### src/rtl/vga_pkg.sv
// Nominal 800x600 VGA timing shared by the timing generator and the sync receiver,
// plus the receiver's acquisition state type.
package vga_pkg;

  localparam int unsigned VGA_H_DISPLAY = 800;
  localparam int unsigned VGA_H_FRONT   = 56;
  localparam int unsigned VGA_H_SYNC    = 120;
  localparam int unsigned VGA_H_BACK    = 64;
  localparam int unsigned VGA_H_TOTAL   = VGA_H_DISPLAY + VGA_H_FRONT + VGA_H_SYNC + VGA_H_BACK;

  localparam int unsigned VGA_V_DISPLAY = 600;
  localparam int unsigned VGA_V_FRONT   = 37;
  localparam int unsigned VGA_V_SYNC    = 6;
  localparam int unsigned VGA_V_BACK    = 23;
  localparam int unsigned VGA_V_TOTAL   = VGA_V_DISPLAY + VGA_V_FRONT + VGA_V_SYNC + VGA_V_BACK;

  localparam int unsigned VGA_LOCK_FRAMES = 2;

  typedef enum logic [1:0] {SEARCH, MEASURE, LOCKED} rx_state_t;

endpackage

### src/rtl/vga_rx_edge_detect.sv
// Two-stage input register for the VGA sync/blank pins with edge strobes taken
// between stage 1 and stage 2.
module vga_rx_edge_detect (
  input  logic Clock,
  input  logic Reset,
  input  logic hsync_n,
  input  logic vsync_n,
  input  logic blank_n,
  output logic hs_fall,
  output logic vs_fall,
  output logic blank_rise,
  output logic blank_fall,
  output logic blank_q
);

  logic [2:0] stage1;
  logic [2:0] stage2;

  // NOTE: state registers use non-blocking assignments so stage2 sees the old stage1.
  always_ff @(posedge Clock or posedge Reset) begin
    if (Reset) begin
      stage1 <= '0;
      stage2 <= '0;
    end else begin
      stage1 <= {hsync_n, vsync_n, blank_n};
      stage2 <= stage1;
    end
  end

  assign hs_fall    = stage2[2] & ~stage1[2];
  assign vs_fall    = stage2[1] & ~stage1[1];
  assign blank_rise = ~stage2[0] & stage1[0];
  assign blank_fall = stage2[0] & ~stage1[0];
  assign blank_q    = stage1[0];

endmodule

### src/rtl/vga_sync_receiver.sv
// VGA sync receiver: measures line/frame timing, locks to the nominal mode and
// recovers pixel coordinates. Optional errCount port under VGA_RX_ERRCNT_EN.
module vga_sync_receiver
  import vga_pkg::*;
#(
  parameter int unsigned H_DISPLAY   = VGA_H_DISPLAY,
  parameter int unsigned H_TOTAL     = VGA_H_TOTAL,
  parameter int unsigned V_DISPLAY   = VGA_V_DISPLAY,
  parameter int unsigned V_TOTAL     = VGA_V_TOTAL,
  parameter int unsigned LOCK_FRAMES = VGA_LOCK_FRAMES
) (
  input  logic        Clock,
  input  logic        Reset,
  input  logic        hSync_n,
  input  logic        vSync_n,
  input  logic        blank_n,
  output logic [10:0] pixelX,
  output logic [9:0]  pixelY,
  output logic        pixelValid,
  output logic        locked,
  output logic        lineStart,
  output logic        frameStart,
  output logic        syncError,
  output logic [11:0] hTotalMeas,
  output logic [10:0] vTotalMeas
`ifdef VGA_RX_ERRCNT_EN
  ,
  output logic [15:0] errCount
`endif
);

  localparam logic [11:0] H_TOTAL_C   = 12'(H_TOTAL);
  localparam logic [10:0] H_LAST_C    = 11'(H_DISPLAY - 1);
  localparam logic [9:0]  V_LAST_C    = 10'(V_DISPLAY - 1);
  localparam logic [10:0] V_TOTAL_C   = 11'(V_TOTAL);
  localparam logic [10:0] V_DISPLAY_C = 11'(V_DISPLAY);
  localparam logic [11:0] WD_LIMIT    = 12'(2 * H_TOTAL);
  localparam logic [2:0]  LOCK_C      = 3'(LOCK_FRAMES);

  logic hs_fall, vs_fall, blank_rise, blank_fall, blank_q;

  vga_rx_edge_detect u_edge (
    .Clock      (Clock),
    .Reset      (Reset),
    .hsync_n    (hSync_n),
    .vsync_n    (vSync_n),
    .blank_n    (blank_n),
    .hs_fall    (hs_fall),
    .vs_fall    (vs_fall),
    .blank_rise (blank_rise),
    .blank_fall (blank_fall),
    .blank_q    (blank_q)
  );

  rx_state_t   state, state_next;
  logic [2:0]  good_frames, good_next;
  logic [11:0] h_meas;
  logic [10:0] line_cnt, act_lines;
  logic        h_primed, frame_bad, wd_fired;
  logic        sync_err;

  logic [11:0] h_len;
  logic [10:0] lines_total, act_total;
  logic        line_fail, frame_fail, wd_hit;

  // Totals include an edge landing in the current cycle, saturating at all-ones.
  assign h_len       = (h_meas == '1) ? h_meas : h_meas + 12'd1;
  assign lines_total = (hs_fall && line_cnt != '1) ? line_cnt + 11'd1 : line_cnt;
  assign act_total   = (blank_fall && act_lines != '1) ? act_lines + 11'd1 : act_lines;

  assign line_fail  = (state != SEARCH) &&
                      ((hs_fall && h_primed && h_len != H_TOTAL_C) ||
                       (blank_fall && pixelX != H_LAST_C));
  assign frame_fail = frame_bad || line_fail ||
                      (lines_total != V_TOTAL_C) || (act_total != V_DISPLAY_C);
  assign wd_hit     = (state != SEARCH) && !wd_fired && !hs_fall && (h_meas >= WD_LIMIT);

  always_comb begin
    // NOTE: every output of this block gets a default first, so no latch is inferred.
    state_next = state;
    good_next  = good_frames;
    sync_err   = 1'b0;
    unique case (state)
      SEARCH: begin
        if (vs_fall) begin
          state_next = MEASURE;
          good_next  = '0;
        end
      end
      MEASURE: begin
        if (wd_hit) begin
          state_next = SEARCH;
          sync_err   = 1'b1;
        end else if (vs_fall) begin
          if (frame_fail) begin
            good_next = '0;
            sync_err  = 1'b1;
          end else begin
            good_next = good_frames + 3'd1;
            if (good_frames + 3'd1 == LOCK_C) state_next = LOCKED;
          end
        end
      end
      LOCKED: begin
        if (wd_hit || line_fail || (vs_fall && frame_fail)) begin
          state_next = SEARCH;
          sync_err   = 1'b1;
        end
      end
      default: state_next = SEARCH;
    endcase
  end

  always_ff @(posedge Clock or posedge Reset) begin
    if (Reset) begin
      state       <= SEARCH;
      good_frames <= '0;
    end else begin
      state       <= state_next;
      good_frames <= good_next;
    end
  end

  always_ff @(posedge Clock or posedge Reset) begin
    if (Reset) begin
      h_meas     <= '0;
      line_cnt   <= '0;
      act_lines  <= '0;
      h_primed   <= 1'b0;
      frame_bad  <= 1'b0;
      wd_fired   <= 1'b0;
      pixelX     <= '0;
      pixelY     <= '0;
      pixelValid <= 1'b0;
      locked     <= 1'b0;
      lineStart  <= 1'b0;
      frameStart <= 1'b0;
      syncError  <= 1'b0;
      hTotalMeas <= '0;
      vTotalMeas <= '0;
    end else begin
      if (hs_fall) begin
        h_meas     <= '0;
        hTotalMeas <= h_len;
      end else if (h_meas != '1) begin
        h_meas <= h_meas + 12'd1;
      end

      if (vs_fall) begin
        vTotalMeas <= lines_total;
        line_cnt   <= hs_fall ? 11'd1 : 11'd0;
        act_lines  <= '0;
      end else begin
        line_cnt  <= lines_total;
        act_lines <= act_total;
      end

      if (blank_rise)                       pixelX <= '0;
      else if (blank_q && pixelX != '1)     pixelX <= pixelX + 11'd1;

      if (vs_fall)                          pixelY <= '0;
      else if (blank_fall && pixelY < V_LAST_C) pixelY <= pixelY + 10'd1;

      // The first line after SEARCH may have started mid-line, so its length is not trusted.
      if (state == SEARCH)   h_primed <= 1'b0;
      else if (hs_fall)      h_primed <= 1'b1;

      if (state == SEARCH || vs_fall) frame_bad <= 1'b0;
      else if (line_fail)             frame_bad <= 1'b1;

      if (hs_fall)      wd_fired <= 1'b0;
      else if (wd_hit)  wd_fired <= 1'b1;

      lineStart  <= hs_fall;
      frameStart <= vs_fall;
      syncError  <= sync_err;
      locked     <= (state_next == LOCKED);
      pixelValid <= (state_next == LOCKED) && blank_q;
    end
  end

`ifdef VGA_RX_ERRCNT_EN
  always_ff @(posedge Clock or posedge Reset) begin
    if (Reset)                              errCount <= '0;
    else if (sync_err && errCount != '1)    errCount <= errCount + 16'd1;
  end
`endif

endmodule
### config.mk
export PLATFORM = sky130hd
export DESIGN_NAME = vga_sync_receiver
export DESIGN_NICKNAME = d
export VERILOG_FILES = /design/src/rtl/vga_pkg.sv /design/src/rtl/vga_rx_edge_detect.sv /design/src/rtl/vga_sync_receiver.sv
export SDC_FILE = /design/constraint.sdc
export NUM_CORES = 1
export LEC_CHECK = 0
export CAP_MARGIN = 20
export CORE_MARGIN = 2
export CORE_UTILIZATION = 64
export DETAILED_ROUTE_END_ITERATION = 7
export DONT_BUFFER_PORTS = 1
export GPL_TIMING_DRIVEN = 0
export PLACE_DENSITY = 0.76
export SKIP_CTS_REPAIR_TIMING = 1
export SYNTH_ARGS = -nofsm -noshare
export SYNTH_HDL_FRONTEND = slang
export SYNTH_SLANG_ARGS = --single-unit
### constraint.sdc
create_clock -name Clock -period 6.9 [get_ports Clock]
set_input_delay 1.725 -clock Clock [delete_from_list [all_inputs] [get_ports Clock]]
set_output_delay 1.725 -clock Clock [all_outputs]
set_load 0.02 [all_outputs]
==> impl_metrics.toml <==
[status]
status = "completed"

[clock_network]
root_buffer = "clkbuf_8"
cts.sinks = 97
h-tree-depth = 3
path_clk_slew_ns = 0.09
cts_buffers = 9
cts_tree = "built"
cts_buffer_depth = 2
clock_latency_ns = 0.36

[grt]
grt_first_pass_wirelength_um = 18000
grt_pass1_vias = 3851
antenna_found_initial = 0
grt_max_degree = 50
grt_overflow = 0
track_usage_pct = 26.5

[placement]
dp_hpwl_um = 7490
gp_congestion = 0.863
dpl.cell_count = 636
numPortBuffers = 0

[sta]
finalHoldViolCount = 0
setup_violations = 0
max_freq_ghz = 0.290
finalSetupTns_ns = 0
slew_violations = 0
rsz0062_at_grt = "no"
worst_slew_margin_rel_pct = 25.2
min_period_ns = 3.45
finClkSkew_ns = 0.0131
whs_ns = 0.398
finalCritPeriodShare_pct = 50.0
worst_pin_slew_ns = 1.11

[drt]
drt_iter0_markers = 245
drt_wl_total_um = 10700
drt-pass1-iter-count = 5
drtAntennaViolNets = 0
via_per_inst = 6.11
num_vias = 3987
drc = 0
wl_per_cell_um = 16.4

[setup_path]
required_ns = 7.14
crit_start = "line_cnt[0]$_DFF_PP0_"
worstSetupEndpointType = "register"
cpPeakStageDelay_ns = 0.52
arrival_ns = 3.69
start_kind = "register"
path_class = "register to register"
reg2reg_depth = 9
cp_max_fo = 9
worst_path_max_delay_cell = "nor4_4"
path_cells = "ha_1 -> nand3_1 -> nor4_4 -> o21ai_0 -> o22a_1 -> or4_1 -> nor4b_1 -> o41ai_1 -> or2_2"
r2r-start = "line_cnt[0]$_DFF_PP0_"

[finish]
n_antenna_cell = 0
fill_cells = 609
syn2layout_area_growth_pct = 7.94
drive_gt1_share_pct = 7.08
finalNonFillerCells = 653
multiInputGateArea_um2 = 2390
fin_nets = 563
finish.utilization_pct = 70.4
register_area_um2 = 2430

[pwr]
power.density_nw_per_um2 = 236
p_leak_uw = 0.00246
ir_drop_mv = 0.172

[logic_synthesis]
syn_area_um2 = 4960
yosysWarnings = 0
yosys-top-cells-area = "dfrtp_1 49%, nor2_1 5.6%, nand2_1 4.4%"
yosys.area.top_type_share_pct = 48.9
synth-seq-cells = 97
synth_edf_count = 0
avgSynthCellArea_um2 = 9.33
synth_top_area_cell = "dfrtp_1"
ys.flop_type = "dfrtp_1"
ys_seq_area_share_pct = 48.9
synth_fp_nets = 549
syn_inst = 532
async_flop_share_pct = 100
synth.distinct_cells = 62

[min_path]
hp-start = "u_edge.stage1[1]$_DFF_PP0_"
hold_depth = 0
hold_class = "register to register"

[floorplanning]
die_w_um = 92.0
initial_core_util_pct = 65.2
die_area_um2 = 8470
io_pins = 54
fp-row-count = 32
die_y_um = 92.0
core_um2 = 7610

[job]
maxCapViolCount = 0
-- cell usage in the layout (no fill, tap or decap), types with 6 or more instances in the layout --
cell type,count
a21oi_1,23
a31oi_1,8
and3_1,12
clkbuf_1,18
clkbuf_8,10
dfrtp_1,97
ha_1,12
inv_1,13
mux2i_1,7
nand2_1,58
nand3_1,30
nand4_1,13
nor2_1,74
nor3_1,11
o21ai_0,37
or3_1,6
xnor2_1,12
xor2_1,17
-- worst paths after layout --
path	to	slack, ns
worst max-delay path	state[0]$_DFF_PP0_	3.45
worst min-delay path	u_edge.stage2[1]$_DFF_PP0_	0.40
worst max register to register	state[0]$_DFF_PP0_	3.45
worst min register to register	u_edge.stage2[1]$_DFF_PP0_	0.40
max in group asynchronous	act_lines[2]$_DFF_PP0_	5.38
min in group asynchronous	pixelX[8]$_DFFE_PP0P_	1.30
-- metrics by stage --
step	instance area, µm²	worst slack (ns)	total power, µW
3_5_place_dp	5150	3.26	889
5_1_grt	5360	3.28	1330
6_report	5360	3.45	1260
2_1_floorplan	4960	2.64	834
4_1_cts	5350	3.20	1270
3_3_place_gp	5090	1.75	874
-- Yosys cell counts (3+ instances only) --
| master | instances |
|---|---|
| o31ai_1 | 4 |
| a211oi_1 | 3 |
| nand4_1 | 13 |
| nor2_1 | 74 |
| clkbuf_1 | 17 |
| nor3_1 | 11 |
| a21oi_1 | 23 |
| nor4b_1 | 4 |
| xor2_1 | 17 |
| ha_1 | 12 |
| mux2i_1 | 7 |
| inv_1 | 14 |
| or3_1 | 6 |
| nor4_1 | 5 |
| and3_1 | 12 |
| nand2_1 | 58 |
| dfrtp_1 | 97 |
| or4_1 | 5 |
| and4_1 | 3 |
| o21ai_0 | 37 |
| a21o_1 | 3 |
| nor3b_1 | 3 |
| a31oi_1 | 8 |
| nor2b_1 | 4 |
| or2_2 | 3 |
| nand3_1 | 30 |
| and2_1 | 3 |
| nand2b_1 | 4 |
| xnor2_1 | 12 |
-- power by group --
group          internal (µW)  switching, µW
logic                   75.4            117
registers                611           75.0
clock network            180            203
total                    867            395
-- state kept, by name, indices dropped and copies added, names as in the netlist, 2 cells and up --
register       cells
line_cnt          11
act_lines         11
good_frames        3
vTotalMeas        11
h_meas            12
state              2
u_edge.stage1      3
hTotalMeas        12
pixelY            10
u_edge.stage2      3
pixelX            11
-- logic make-up (layout without fill, tap and decap cells) --
| logic type | after synthesis | after routing | share of synthesized area [%] |
|---|---|---|---|
| simple gates | 253 | 253 | 26.3 |
| fa+ha+maj | 12 | 12 | 3.03 |
| flops | 97 | 97 | 48.9 |
| xor+xnor | 29 | 29 | 5.12 |
| buf+inv | 35 | 54 | 2.82 |
| mux | 9 | 9 | 1.87 |
| compound gates | 97 | 97 | 12.0 |
-- critical path: cells and delay by family, from the launching register on --
kind                     cells  cell delay, ns
AO/OA/AOI/OAI                3            0.60
AND/OR/NAND/NOR              5            1.95
adder cells (fa/ha/maj)      1            0.29
flip-flops                   1            0.48
-- area by class of cell --
cell class | instances | area share (%)
inverter | 15 | 1.10
clock inverter | 5 | 1.17
sequential | 97 | 45.3
clock buffer | 11 | 2.64
buffer | 20 | 1.57
timing repair buffer | 3 | 1.12
multi-input combinational | 400 | 44.7
tap | 102 | 2.38
-- metal layers --
layer	global-route usage (%)	wire, µm	part of all wire (%)	vias to the layer above
met5	0	0	0	-
met4	10.1	199	1.9	0
met3	5.01	664	6.2	21
met2	41.4	4940	46	151
met1	37.1	4920	46	1911
li1	-	-	-	1904
(Power assumes the default switching activity.)
